[src/rtl/expr_result_misr.sv]
// expr_result_misr
// Compacts the 90-bit expression result bus into a 32-bit MISR signature.
// A run is armed by start with a vector count; each accepted vector is folded
// to 32 bits and shifted into the MISR. After the last vector the block sits
// in DONE and reports whether the signature equals the golden value.
//
// Ports:
//   clk, rst_n       clock (rising edge), async active-low reset
//   start, abort     run control (abort has priority)
//   num_vec          vectors per run, latched on start
//   in_valid/in_ready/in_y   vector input handshake
//   golden           expected signature (combinational into match)
//   sig, count       current signature and vectors accepted this run
//   done, match      DONE level, and DONE with sig == golden
//   overrun          sticky: in_valid seen while not accepting
//
// state | meaning
// ------+------------------------------------------------------------
// IDLE  | waiting for start; sig/count hold last values
// RUN   | accepting vectors until num_vec have been folded in
// DONE  | run complete; sig/count hold, start re-arms
module expr_result_misr #(
    parameter logic [31:0] SEED = 32'h0000_0000,
    parameter logic [31:0] POLY = 32'h0040_0007,
    parameter int          CW   = 16
) (
    input  logic          clk,
    input  logic          rst_n,
    input  logic          start,
    input  logic          abort,
    input  logic [CW-1:0] num_vec,
    input  logic          in_valid,
    output logic          in_ready,
    input  logic [89:0]   in_y,
    input  logic [31:0]   golden,
    output logic [31:0]   sig,
    output logic [CW-1:0] count,
    output logic          done,
    output logic          match,
    output logic          overrun
);

    typedef enum logic [1:0] {
        ST_IDLE = 2'd0,
        ST_RUN  = 2'd1,
        ST_DONE = 2'd2
    } state_t;

    state_t        state_q, state_d;
    logic [31:0]   sig_q, sig_d;
    logic [CW-1:0] count_q, count_d;
    logic [CW-1:0] num_vec_q, num_vec_d;
    logic          overrun_q, overrun_d;

    logic [31:0]   fold_w;
    logic [31:0]   misr_w;
    logic [CW-1:0] count_inc;

    assign fold_w    = in_y[31:0] ^ in_y[63:32] ^ {6'b0, in_y[89:64]};
    assign misr_w    = {sig_q[30:0], 1'b0} ^ (sig_q[31] ? POLY : 32'h0) ^ fold_w;
    assign count_inc = count_q + {{(CW-1){1'b0}}, 1'b1};

    always_comb begin
        state_d   = state_q;
        sig_d     = sig_q;
        count_d   = count_q;
        num_vec_d = num_vec_q;
        overrun_d = overrun_q;

        if (state_q != ST_RUN && in_valid) begin
            overrun_d = 1'b1;
        end

        if (abort) begin
            state_d = ST_IDLE;
        end else begin
            unique case (state_q)
                ST_RUN: begin
                    if (in_valid) begin
                        sig_d   = misr_w;
                        count_d = count_inc;
                        if (count_inc == num_vec_q) begin
                            state_d = ST_DONE;
                        end
                    end
                end
                default: begin
                    // An accepted start clears overrun even if in_valid is
                    // also high this cycle.
                    if (start) begin
                        num_vec_d = num_vec;
                        sig_d     = SEED;
                        count_d   = '0;
                        overrun_d = 1'b0;
                        state_d   = (num_vec == '0) ? ST_DONE : ST_RUN;
                    end
                end
            endcase
        end
    end

    always_ff @(posedge clk or negedge rst_n) begin
        if (!rst_n) begin
            state_q   <= ST_IDLE;
            sig_q     <= SEED;
            count_q   <= '0;
            num_vec_q <= '0;
            overrun_q <= 1'b0;
        end else begin
            state_q   <= state_d;
            sig_q     <= sig_d;
            count_q   <= count_d;
            num_vec_q <= num_vec_d;
            overrun_q <= overrun_d;
        end
    end

    assign in_ready = (state_q == ST_RUN);
    assign done     = (state_q == ST_DONE);
    assign match    = done && (sig_q == golden);
    assign sig      = sig_q;
    assign count    = count_q;
    assign overrun  = overrun_q;

endmodule

[config.mk]
export PLATFORM = sky130hd
export DESIGN_NAME = expr_result_misr
export DESIGN_NICKNAME = d
export VERILOG_FILES = /design/src/rtl/expr_result_misr.sv
export SDC_FILE = /design/constraint.sdc
export NUM_CORES = 1
export LEC_CHECK = 0
export BUFFER_PORTS_ARGS = -buffer_cell sky130_fd_sc_hd__buf_2
export CORE_MARGIN = 1
export CORE_UTILIZATION = 40
export CTS_CLUSTER_DIAMETER = 80
export DETAILED_ROUTE_END_ITERATION = 10
export PLACE_DENSITY = 0.66
export SLEW_MARGIN = 20
export SYNTH_ARGS = -nofsm -noshare
export SYNTH_HDL_FRONTEND = slang
export SYNTH_SLANG_ARGS = --single-unit
[constraint.sdc]
create_clock -name clk -period 3 [get_ports clk]
set_input_delay 0.6 -clock clk [delete_from_list [all_inputs] [get_ports clk]]
set_output_delay 0.6 -clock clk [all_outputs]
set_load 0.02 [all_outputs]
Word-level counts from Yosys, hierarchy flattened
Cells that the tools add are included.

Output and inout bits: 52. Logic and storage cells: 45. Bits of input ports: 143. Register bits after elaboration: 67.

Add/subtract/negate cells: 1. Equality and inequality tests: 8. Multiplexer cells: 17. Bitwise operators: 6. Reduce and logical (&&, ||, !) cells: 8.

Operator list (number): 32-bit 2-to-1 mux (3); 32-bit bitwise XOR (2); 16-bit 2-to-1 mux (3); 32-bit == test (1); 32-bit by 23-bit bitwise XOR with 32-bit output (1); 32-bit by 26-bit bitwise XOR with 32-bit output (1); 23-bit 2-to-1 mux (1); 16-bit by 1-bit adder with 16-bit output (second input constant) (1); 16-bit == test (1); 16-bit zero test (1); 2-bit 2-to-1 mux (6); 3-bit AND reduction (3); 1-bit 2-to-1 mux (4); 3-bit by 2-bit inequality test with 1-bit output (second input constant) (1); 3-bit inequality test (second input constant) (1); 3-bit nonzero test (1); 2-bit by 1-bit == test with 1-bit output (second input constant) (1); 2-bit == test (second input constant) (1); 1-bit logical AND (2); 2-bit by 1-bit inequality test with 1-bit output (second input constant) (1); 2-bit inequality test (second input constant) (1); 1-bit NOT (2); 2-bit nonzero test (1).

Depth between registers and ports, before layout
Depth in word-level cells: 6. Depth in mapped cells: 9. Mapped depth without buffers: 7.

Worst setup path before layout
No wires, ideal clock.

Path type: reg2out. Start: register sig_q[31], in the netlist sig[31]. End: output port match. Arrival time: 2033 ps. Path slack: 367 ps. Stages on the path, launching flop included: 7. Required time: 2400 ps. Buffers on the path: 1. Cells stage by stage: dfrtp_1 -> clkbuf_1 -> xnor2_1 -> nand4_1 -> nor4_1 -> nand4_1 -> nor4_1.

Cells in the longest elaborated chain, start to end: 2.

Ends and longest elaborated chain: from (decl) (RTL line 50) `logic [31:0] sig_q, sig_d;`; from (signal assigned) (RTL line 111) `sig_q <= sig_d;`; 32-bit == test (RTL line 120) `assign match = done && (sig_q == golden);`; 1-bit logical AND (RTL line 120); to (decl) (RTL line 39) `output logic match,`.

Every way passes these cells.

Final worst setup path
Start: register sig_q[22], in the netlist sig[22]. End: output port match.

Same word-level chain as after synthesis.

==> flow_summary.yaml <==
global_routing:
  antenna_found_initial: 0
  grtUsageMet3: 0.0403
  globalRouteMet2Util: 0.338
  grt_max_degree: 39
  grt.busiest_layer: "met2"
  grt_pass1_vias: 4034
  grt.total_usage: 0.223
  grt_pass1_wl_microns: 20200
  grt_overflow_total: 0
  grtUsageMet1: 0.319
critical_path:
  critPathMaxStageDelay_ps: 430
  path_max_fanout: 4
  path_cells: "xnor2_1 -> nand4_1 -> nor4_1 -> nand4_1 -> nor4_1 -> buf_2"
  worstSetupPathType: "register to output pin"
  cpMaxStageDelayCell: "dfrtp_1"
  start_kind: "register"
  end_kind: "output pin"
  cp_num_buf_inv: 1
  cp.required_ps: 2400
  cp.arrival_ps: 2190
  crit_family: "simple AND/OR/NAND/NOR gates"
status:
  status: "finished, final reports clean"
timing:
  rsz0062_at_grt: "no"
  min_period_ps: 2790
  fmax_mhz: 358
  max-slew-margin-rel: 0.420
  worstMarginPinSlew_ps: 870
  final-setup-viol-count: 0
  setup_tns_ps: 0
  final.setup_skew_ps: 9.51
  finalCritPeriodShare: 0.931
  slew_violations: 0
  finalHoldViolCount: 0
place:
  portBuffers: 194
  post-place-cells: 835
  dp_hpwl_microns: 10600
  place.gp.congestion: 0.968
  dpl_cell_area_sq_um: 5740
clocking:
  clkLatencyLatePin_ps: 330
  cts_made_buffers: 9
  cts_tree: "built"
  postCtsSetupBuffers: 0
  clk_path_buf_depth: 2
  cts.sinks: 67
  cts_max_level: 3
  clkSlewWorstSetupHoldPaths_ps: 60
  cts_hold_buf: 0
  cts-root-buf: "clkbuf_16"
  cts.repair.resized: 0
synthesis:
  yosys-top-cells-area: "dfrtp_1 (36%), xnor2_1 (22%), o21ai_0 (5.8%)"
  syn_area_sq_um: 4640
  synth_edf_count: 0
  synth_common_cells: "xnor2_1 (118), dfrtp_1 (67), nand2_1 (67)"
  synth_top_area_cell: "dfrtp_1"
  ys_warn_count: 0
  synth_fp_nets: 667
  async_reset_ff_frac: 1.00
  yosysMostFrequentCell: "xnor2_1"
  synth-seq-area-share: 0.361
  ys_seq_elements: 67
  postSynthCellCount: 523
  syn_area_per_cell_sq_um: 8.87
  synth_flop_cell: "dfrtp_1"
  synth.top_cell.area_share: 0.361
  synth_cell_types: 53
floorplan:
  coreArea_sq_um: 11100
  initial_utilization: 0.419
  num_io_pins: 195
  dieHeight_microns: 110
  die_area_sq_um: 12000
  placement_rows: 38
  die_x_microns: 110
power_and_ir_drop:
  ir_drop_uv: 293
  cellLeakagePower_nw: 2.80
  power_per_cell_area_nw_per_um2: 506
cells_and_area:
  seq_area_sq_um: 1680
  fin_area_sq_um: 6030
  nNetsFinal: 850
  syn_to_final_growth_pct: 30.0
  finalNonFillerCells: 851
  fill_cells: 1056
  multi_input_area_sq_um: 2810
  antennaDiodeCount: 0
  drive_above_1_share: 0.331
flow_run:
  cap_violations: 0
drt:
  via_per_inst: 5.24
  drc: 0
  via_count: 4458
  drt_iter0_markers: 314
  wl_per_cell_microns: 15.8
  totalWireLength_microns: 13400
  firstDrtPassIters: 5
  ant_nets: 0
worst_hold_path:
  hp-class: "input pin to asynchronous set/reset pin"
==> final timing paths <==
| path | startpoint | to | slack (ps) | cells after the start |
|---|---|---|---|---|
| min reg2reg | count[15]$_DFFE_PN0P_ | count[15]$_DFFE_PN0P_ | 510 | 1 |
| max | sig[22]$_DFFE_PN0P_ | match | 210 | 6 |
| max in group asynchronous | rst_n | sig[7]$_DFFE_PN0P_ | 1950 | 2 |
| max reg2reg | count[0]$_DFFE_PN0P_ | state_q[0]$_DFFE_PN0P_ | 550 | 7 |
| min | rst_n | num_vec_q[12]$_DFFE_PN0P_ | 380 | 1 |
| min in group clk | num_vec[15] | num_vec_q[15]$_DFFE_PN0P_ | 480 | 3 |
==> power breakdown <==
| group | switching, mW | internal [mW] |
|---|---|---|
| Sequential | 0.155 | 1.01 |
| Combinational | 0.451 | 0.430 |
| Clock | 0.400 | 0.605 |
==> layout make-up <==
| cell class | instances | share of cell area |
|---|---|---|
| multi-input cells | 421 | 0.466 |
| flip-flops and latches | 67 | 0.278 |
| repair buffers | 203 | 0.176 |
| clock buffers | 11 | 0.0419 |
| well taps | 140 | 0.0291 |
| clock inverters | 5 | 0.00581 |
| inverters | 4 | 0.00249 |
==> per-stage QoR <==
stage                     hold WS [ps]   util  power [mW]  setup slack, ps
after floorplan                    304      -        1.71              367
after global placement             495  0.518        2.04              393
after detailed placement           483  0.518        2.06              357
after CTS                          414  0.544        3.07              227
after global routing               443  0.544        3.22              101
final                              381  0.544        3.05              208
==> flip-flops by register name, indices dropped and copies added (netlist names) <==
| name | flops |
|---|---|
| count | 16 |
| num_vec_q | 16 |
| overrun | 1 |
| sig | 32 |
| state_q | 2 |
==> per-layer routing <==
layer | part of all wire | wire (microns)
met5 | 0 | 0
met4 | 0.015 | 204
met1 | 0.45 | 6060
met2 | 0.47 | 6310
met3 | 0.064 | 858
==> layout by cell type, fill, tap and decap left out, types with 2 or more instances in the layout <==
cell and n:
o21ai_0 54, buf_4 7, clkbuf_8 2, o21ai_1 3, xnor2_1 118, nand3b_1 3, or3_1 3, nor3_1 4
and4_1 2, a21oi_1 9, o2111ai_1 2, buf_12 2, nor3b_1 2, nand2_1 67, nand3_1 35, clkbuf_16 9
buf_2 194, a31oi_1 7, xor2_1 20, nor4_1 7, nand3_2 2, mux2i_1 3, nor2b_1 7, nor2_1 18
o41ai_1 3, dfrtp_1 67, clkinv_2 2, nand4_1 12, inv_1 3, o31ai_1 11, and3_1 5
==> cells by family after synthesis <==
logic type / Yosys count / share of synthesized area
adders and majority gates: 1 / 0.00270
AOI/OAI and AO/OA: 98 / 0.127
xor gates and xnor gates: 138 / 0.261
and+or+nand+nor: 181 / 0.208
muxes: 3 / 0.00647
DFF: 67 / 0.361
buffers and inverters: 35 / 0.0337
(Power assumes the default switching activity.)
